**src/rtl/adex_spike_monitor_if.sv**
```systemverilog
// Report channel of the AdEx spike monitor: one window record per
// valid/ready transfer.
interface adex_spike_monitor_if #(
    parameter int CNT_W = 8,
    parameter int ISI_W = 12
);
    logic             out_valid;
    logic             out_ready;
    logic [CNT_W-1:0] rep_count;
    logic [ISI_W-1:0] rep_isi;
    logic [7:0]       rep_vmpeak;

    modport master (
        output out_valid,
        output rep_count,
        output rep_isi,
        output rep_vmpeak,
        input  out_ready
    );

    modport slave (
        input  out_valid,
        input  rep_count,
        input  rep_isi,
        input  rep_vmpeak,
        output out_ready
    );
endinterface

```
**src/rtl/adex_spike_monitor.sv**
```systemverilog
// AdEx spike monitor: edge detect, ISI measure, windowed spike count.
// ADEX_MON_VMPEAK_EN adds a per-window peak of vm8_in to the record.
module adex_spike_monitor #(
    parameter int CNT_W = 8,
    parameter int ISI_W = 12,
    parameter int WIN_W = 16
) (
    input  logic                 clk,
    input  logic                 reset,
    input  logic                 enable,
    input  logic                 spike_in,
    input  logic [7:0]           vm8_in,
    input  logic [WIN_W-1:0]     win_len,
    input  logic                 clr_ovf,
    adex_spike_monitor_if.master rep,
    output logic                 spike_edge,
    output logic                 ovf
);
    typedef enum logic {W_IDLE, W_RUN} win_state_t;

    localparam logic [CNT_W-1:0] CNT_MAX = '1;
    localparam logic [ISI_W-1:0] ISI_MAX = '1;

    win_state_t       state;
    logic             spike_prev;
    logic             have_prev;
    logic [ISI_W-1:0] isi_cnt;
    logic [ISI_W-1:0] last_isi;
    logic [WIN_W-1:0] win_q;
    logic [WIN_W-1:0] win_cnt;
    logic [CNT_W-1:0] spk_cnt;
    logic             valid_q;
    logic [CNT_W-1:0] count_q;
    logic [ISI_W-1:0] isi_q;

    logic             spk_edge;
    logic [WIN_W-1:0] win_len1;
    logic [WIN_W-1:0] q_cur;
    logic [WIN_W-1:0] cnt_cur;
    logic [CNT_W-1:0] spk_cur;
    logic [CNT_W-1:0] spk_nxt;
    logic [ISI_W-1:0] isi_inc;
    logic [ISI_W-1:0] last_isi_nxt;
    logic             close;
    logic             accept;
    logic             drop;

    // In W_IDLE the current cycle is window cycle 0 of a freshly latched window.
    always_comb begin
        spk_edge     = spike_in & ~spike_prev & enable;
        win_len1     = (win_len == '0) ? WIN_W'(1) : win_len;
        q_cur        = (state == W_IDLE) ? win_len1 : win_q;
        cnt_cur      = (state == W_IDLE) ? '0 : win_cnt;
        spk_cur      = (state == W_IDLE) ? '0 : spk_cnt;
        spk_nxt      = (spk_edge && spk_cur != CNT_MAX) ? spk_cur + 1'b1 : spk_cur;
        isi_inc      = (isi_cnt == ISI_MAX) ? isi_cnt : isi_cnt + 1'b1;
        last_isi_nxt = (spk_edge & have_prev) ? isi_inc : last_isi;
        close        = enable & (cnt_cur == q_cur - WIN_W'(1));
        accept       = ~valid_q | rep.out_ready;
        drop         = close & ~accept;
    end

    always_ff @(posedge clk or posedge reset) begin
        if (reset) begin
            state      <= W_IDLE;
            spike_prev <= 1'b0;
            spike_edge <= 1'b0;
            have_prev  <= 1'b0;
            isi_cnt    <= '0;
            last_isi   <= '0;
            win_q      <= '0;
            win_cnt    <= '0;
            spk_cnt    <= '0;
            valid_q    <= 1'b0;
            count_q    <= '0;
            isi_q      <= '0;
            ovf        <= 1'b0;
        end else begin
            spike_prev <= spike_in;
            spike_edge <= spk_edge;
            if (enable) begin
                isi_cnt  <= spk_edge ? '0 : isi_inc;
                last_isi <= last_isi_nxt;
                state    <= W_RUN;
                if (spk_edge)
                    have_prev <= 1'b1;
                if (close) begin
                    win_cnt <= '0;
                    spk_cnt <= '0;
                    win_q   <= win_len1;
                end else begin
                    win_cnt <= cnt_cur + WIN_W'(1);
                    spk_cnt <= spk_nxt;
                    win_q   <= q_cur;
                end
            end
            if (close && accept) begin
                valid_q <= 1'b1;
                count_q <= spk_nxt;
                isi_q   <= last_isi_nxt;
            end else if (valid_q && rep.out_ready) begin
                valid_q <= 1'b0;
            end
            if (drop)
                ovf <= 1'b1;
            else if (clr_ovf)
                ovf <= 1'b0;
        end
    end

    assign rep.out_valid = valid_q;
    assign rep.rep_count = count_q;
    assign rep.rep_isi   = isi_q;

`ifdef ADEX_MON_VMPEAK_EN
    logic [7:0] peak;
    logic [7:0] pk_base;
    logic [7:0] pk_nxt;
    logic [7:0] vmpeak_q;

    always_comb begin
        pk_base = (state == W_IDLE) ? 8'd0 : peak;
        pk_nxt  = (vm8_in > pk_base) ? vm8_in : pk_base;
    end

    always_ff @(posedge clk or posedge reset) begin
        if (reset) begin
            peak     <= '0;
            vmpeak_q <= '0;
        end else begin
            if (enable)
                peak <= close ? 8'd0 : pk_nxt;
            if (close && accept)
                vmpeak_q <= pk_nxt;
        end
    end

    assign rep.rep_vmpeak = vmpeak_q;
`else
    logic unused_vm8;
    assign unused_vm8     = ^vm8_in;
    assign rep.rep_vmpeak = '0;
`endif
endmodule

```
**src/flat_wrapper.sv**
```systemverilog
// flat-port wrapper written by rule: the top's interface ports become plain ports
module adex_spike_monitor_flat 
#(
    parameter int CNT_W = 8,
    parameter int ISI_W = 12,
    parameter int WIN_W = 16
)
  (clk, reset, enable, spike_in, vm8_in, win_len, clr_ovf, spike_edge, ovf, rep_out_valid, rep_rep_count, rep_rep_isi, rep_rep_vmpeak, rep_out_ready);
  adex_spike_monitor_if #(.CNT_W(CNT_W), .ISI_W(ISI_W)) rep_i ();
  input  logic clk;
  input  logic reset;
  input  logic enable;
  input  logic spike_in;
  input  logic [7:0] vm8_in;
  input  logic [WIN_W-1:0] win_len;
  input  logic clr_ovf;
  output logic spike_edge;
  output logic ovf;
  output wire logic [$bits(rep_i.out_valid)-1:0] rep_out_valid;
  output wire logic [$bits(rep_i.rep_count)-1:0] rep_rep_count;
  output wire logic [$bits(rep_i.rep_isi)-1:0] rep_rep_isi;
  output wire logic [$bits(rep_i.rep_vmpeak)-1:0] rep_rep_vmpeak;
  input wire logic [$bits(rep_i.out_ready)-1:0] rep_out_ready;
  assign rep_out_valid = rep_i.out_valid;
  assign rep_rep_count = rep_i.rep_count;
  assign rep_rep_isi = rep_i.rep_isi;
  assign rep_rep_vmpeak = rep_i.rep_vmpeak;
  assign rep_i.out_ready = rep_out_ready;
  adex_spike_monitor #(.CNT_W(CNT_W), .ISI_W(ISI_W), .WIN_W(WIN_W)) u_core (.clk(clk), .reset(reset), .enable(enable), .spike_in(spike_in), .vm8_in(vm8_in), .win_len(win_len), .clr_ovf(clr_ovf), .rep(rep_i), .spike_edge(spike_edge), .ovf(ovf));
endmodule
```
**config.mk**
```make
export PLATFORM = sky130hd
export DESIGN_NAME = adex_spike_monitor_flat
export DESIGN_NICKNAME = d
export VERILOG_FILES = /design/src/rtl/adex_spike_monitor_if.sv /design/src/rtl/adex_spike_monitor.sv /design/src/flat_wrapper.sv
export SDC_FILE = /design/constraint.sdc
export NUM_CORES = 1
export LEC_CHECK = 0
export CORE_MARGIN = 2
export CORE_UTILIZATION = 50
export CTS_CLUSTER_DIAMETER = 80
export CTS_CLUSTER_SIZE = 10
export DETAILED_ROUTE_END_ITERATION = 7
export GPL_TIMING_DRIVEN = 0
export PLACE_DENSITY = 0.73
export SLEW_MARGIN = 10
export SYNTH_ARGS = -nofsm -noshare
export SYNTH_HDL_FRONTEND = slang
export SYNTH_SLANG_ARGS = --single-unit
```
**constraint.sdc**
```tcl
create_clock -name clk -period 13.85 [get_ports clk]
set_input_delay 2.77 -clock clk [delete_from_list [all_inputs] [get_ports clk]]
set_output_delay 2.77 -clock clk [all_outputs]
set_load 0.01 [all_outputs]
```
==> results of run 1 <==
## cells in the mapped netlist (all sizes together) (4+ instances only)
library cell,number
mux2i,23
dfrtp,90
a21oi,21
xnor2,16
nand2b,5
o31ai,6
buf,19
o22ai,25
nand3,23
nand2,54
nor4,11
xor2,15
nor2,30
nor3b,8
mux2,32
ha,4
o21ai,34
or2,4
nor3,13
clkbuf,15
inv,43
nor2b,4
a31oi,6
nand4,7
o21a,5
## critical path: cells and delay by family
| kind | cells | cell delay, ns |
|---|---|---|
| AO/OA/AOI/OAI | 5 | 1.43 |
| adder cells (fa/ha/maj) | 1 | 0.34 |
| buffers and inverters | 3 | 0.94 |
| AND/OR/NAND/NOR | 6 | 1.81 |
| multiplexers | 1 | 0.33 |
## logic make-up (layout without fill, tap and decap cells)
| logic type | count (synthesis) | count (layout) |
|---|---|---|
| multiplexers | 55 | 55 |
| XOR/XNOR | 31 | 31 |
| other | 1 | 8 |
| adder cells (fa/ha/maj) | 4 | 4 |
| AND/OR/NAND/NOR | 176 | 176 |
| flip-flops | 90 | 90 |
| buffers and inverters | 77 | 136 |
| AO/OA/AOI/OAI | 122 | 122 |
## per-layer routing
metal,vias to the layer above,routed length [um],global-route usage
met1,2150,5810,0.316
met3,25,541,0.0380
li1,2086,-,-
met5,-,0,0
met2,116,5900,0.395
met4,0,283,0.0883
## metrics by stage
stage	cell area, um2	instances	util	hold slack, ns
final	6110	758	0.597	0.483
after global routing	6110	758	0.597	0.508
after floorplan	5240	563	-	0.435
after detailed placement	5870	743	0.574	0.461
after CTS	6110	758	0.597	0.485
after global placement	5840	742	0.571	0.450
## power by group
part	total, uW	switching, uW	internal, uW
Sequential	344	43.9	301
Clock	217	92.6	125
Combinational	210	116	94.7
## final cells by class
class,instances,area share
Sequential cell,90,0.369
Tap cell,136,0.0279
Multi-Input combinational cell,396,0.433
Inverter,43,0.0268
Buffer,34,0.0297
Clock inverter,4,0.0162
Timing Repair Buffer,44,0.0750
Clock buffer,11,0.0231
## registers in the layout (all words and copies together) (netlist names), 8 cells and up
name,count
u_core.win_cnt,16
u_core.rep.rep_count,8
u_core.rep.rep_isi,12
u_core.win_q,16
u_core.spk_cnt,8
u_core.isi_cnt,12
u_core.last_isi,12
## how the worst max path moves through the flow
| stage | depth (start not counted) | slack (ns) | to |
|---|---|---|---|
| 4_1_cts | 16 | 6.54 | u_core.win_q[9] |
| 3_3_place_gp | 16 | 6.23 | u_core.win_q[9] |
| 3_5_place_dp | 16 | 6.16 | u_core.win_q[3] |
| 2_1_floorplan | 16 | 7.31 | u_core.win_q[2] |
| 5_1_grt | 16 | 6.28 | u_core.win_q[9] |
| 6_report | 16 | 6.47 | u_core.win_q[3] |
==> reports/qor_table.md, run 1 <==
| Stage | Parameter | Reported |
|:---|:---|:---|
| grt | Via count of the first global-routing pass | 4423 |
| power | Lkg Pwr | 0.00289 uW |
| clock network | TritonCTS clock tree | yes |
| critical path | Required time reported for the critical path endpoint | 14.10 ns |
| yosys | Combinational family with the most area after synthesis | simple AND/OR/NAND/NOR gates |
| critical path | Cell with the biggest individual delay on the critical path | clkdlybuf4s50_1 |
| power | Areal power density over the cells | 126 nW/um2 |
| timing | Final period util | 0.533 |
| hold path | Hold Crit Start | u_core.have_prev |
| die | Starting utilization of the core area | 0.509 |
| run status | Result of the run | finished clean |
| critical path | Element type at the critical path start | input port |
| yosys | Area fraction of the dominant cell type after synthesis | 0.432 |
| timing | Actual transition at the worst max-transition pin | 0.870 ns |
| timing | Fmax achieved | 0.136 GHz |
| grt | Largest net degree at the start of global routing | 50 |
| timing | RSZ-0062 raised after global routing | no |
| critical path | Crit path from | win_len[3] |
| clock network | Root Buffer | clkbuf_8 |
| clock network | Number of sinks handled by clock tree synthesis | 90 |
| cells and area | N_diodes | 0 |
| clock network | Number of gates resized after cts | 0 |
| die | Die Ht | 106 um |
| critical path | Arrival time of the worst setup path | 7.63 ns |
| cells and area | Commonest non-fill, non-tap cells in the layout | dfrtp_1, nand2_1, clkdlybuf4s50_1 |
| placed design | Buffers added on ports | 43 |
| clock network | Htree depth | 3 |
| routing | Wire length per cell after detailed routing | 16.5 um |
| die | Area inside the core boundary | 10200 um2 |
| clock network | Post-CTS setup repair buffer count | 0 |
| cells and area | Fill cells | 895 |
| critical path | Peak per-stage delay on the critical path | 0.60 ns |
| routing | Antenna viol nets, final | 0 |
| clock network | Clock buffers created by TritonCTS | 9 |
| yosys | Netlist area before placement | 5210 um2 |
| timing | Max-slew violation count | 0 |
| critical path | Critical path type | in -> reg |
| routing | First drt pass iteration count | 5 |
| timing | Fin Setup TNS | 0 ns |
| hold path | Tightest Hold Check Type | reg -> reg |
| placed design | Minimum setup slack after placement | 6.16 ns |
| yosys | Share of the synthesized area in compound gates (AO/OA/AOI/OAI) | 0.150 |
| clock network | Clk Latency, worst-skew pair | 0.36 ns |
| yosys | Yosys cell types | 62 |
| yosys | Post-synthesis mux area share | 0.113 |
| yosys | Instance count of the mapped netlist | 556 |
| yosys | Fraction of synthesized cell area in xor and xnor cells | 0.0521 |
| grt | Global-route wire length before repair | 21.5 mm |
| yosys | Yosys synthesis warning count | 0 |
| cells and area | Multi-input logic area | 2640 um2 |
| die | I/O pin count | 61 |
| critical path | Worst reg2reg endpoint | u_core.win_q[3] |
| timing | Final-report hold violation count | 0 |
| placed design | Post-DP HPWL | 9.05 mm |
| yosys | Flip-flop cell with the highest count after synthesis | dfrtp_1 |
| yosys | Top cells by area, synth | dfrtp_1, mux2_1, mux2i_1 |
| yosys | Async SR Flop Fraction | 1.00 |
| yosys | Adder-Cell Fraction of Synth Area | 0.00960 |
| cells and area | Layout overhead on the synthesized area | 17.2% |
| yosys | Synthesized flop and latch total | 90 |
| yosys | Synthesized-area fraction occupied by and/or/nand/nor cells | 0.177 |
| grt | Overall overflow remaining after global route | 0 |
| timing | Worst Slack Setup Final | 6.47 ns |
| hold path | Hold EP | u_core.have_prev |
| yosys | Avg Inst Size Synth | 9.37 um2 |
| cells and area | # nets final | 652 |
| clock network | Clock tree buffer depth | 2 |
| clock network | Number of hold-repair buffers added at the cts stage | 0 |
| hold path | Hold Crit Depth | 1 |
| placed design | Final weighted congestion in routability-driven placement | 0.910 |
| routing | WL final | 12.5 mm |
| critical path | Register-to-Register Path Depth | 18 |
| power | Max IR drop VDD | 0.0000736 V |
| cells and area | Sequential cell area in the final layout | 2250 um2 |
| die | Die Area | 11300 um2 |
| critical path | Most frequent cell on the critical path | or4_1 |
| timing | Max-slew headroom | 0.415 |
| timing | Total of endpoints with negative setup slack in the final report | 0 |
| timing | Period minus WS final | 7.38 ns |
| cells and area | Fraction of final layout cells sized beyond drive strength 1 | 0.0820 |
| grt | Antenna violations before repair | 0 |
| critical path | Slack of the worst reg-to-reg path | 7.58 ns |
| yosys | Count of flip-flops with a built-in enable after synthesis | 0 |
| critical path | Worst-path cell chain | clkdlybuf4s50_1 > nor4_1 > a41oi_1 > nand2_1 > o21ai_0 > ha_1 > or3b_1 > nand3_1 > o21ai_1 > or4_1 > or4_1 > a2111oi_4 > o21a_1 > buf_4 > buf_6 > mux2_1 |
| critical path | Largest fanout on the critical path | 10 |
| die | Chip Width | 106 um |
| clock network | Clock slew at reported path FFs | 0.09 ns |
| routing | DRC violation count after routing | 0 |
| die | Site row count | 37 |
| timing | Worst clock skew | 0.00751 ns |
| yosys | Share of the yosys chip area belonging to registers | 0.432 |
| routing | Via count | 4377 |
| yosys | Dominant cell type by area after synthesis | dfrtp_1 |
| grt | GRT Util Overall | 0.238 |
| job | Max-Cap Viols | 0 |
| routing | Number of DRC markers after the initial detailed-route iteration | 219 |
| cells and area | Most common cell after layout, fill and taps aside | dfrtp_1 |
| critical path | Start of the worst register-to-register path | u_core.state |
| critical path | Type of destination of the critical path | register |
| power | Post-layout total power | 772 uW |
| routing | Post-detailed-route via-to-cell ratio | 5.77 |
Note: power is estimated with default switching activity, not from simulation.
==> run 2: changes to the inputs <==
==> constraint.sdc (replaced) <==
create_clock -name clk -period 7.12 [get_ports clk]
set_input_delay 1.424 -clock clk [delete_from_list [all_inputs] [get_ports clk]]
set_output_delay 1.424 -clock clk [all_outputs]
set_load 0.01 [all_outputs]
==> results of run 2 <==
The final DEF is identical to that of run 1. Status: finished clean.
Main changes from that run: setup slack after placement 6.16 ns -> 0.777 ns; setup slack after layout 6.47 ns -> 0.846 ns; start point of the critical path win_len[3] -> u_core.state; register-to-register setup slack 7.58 ns -> 0.85 ns; total power 772 uW -> 1500 uW; worst IR drop on VDD 0.0000736 V -> 0.000143 V
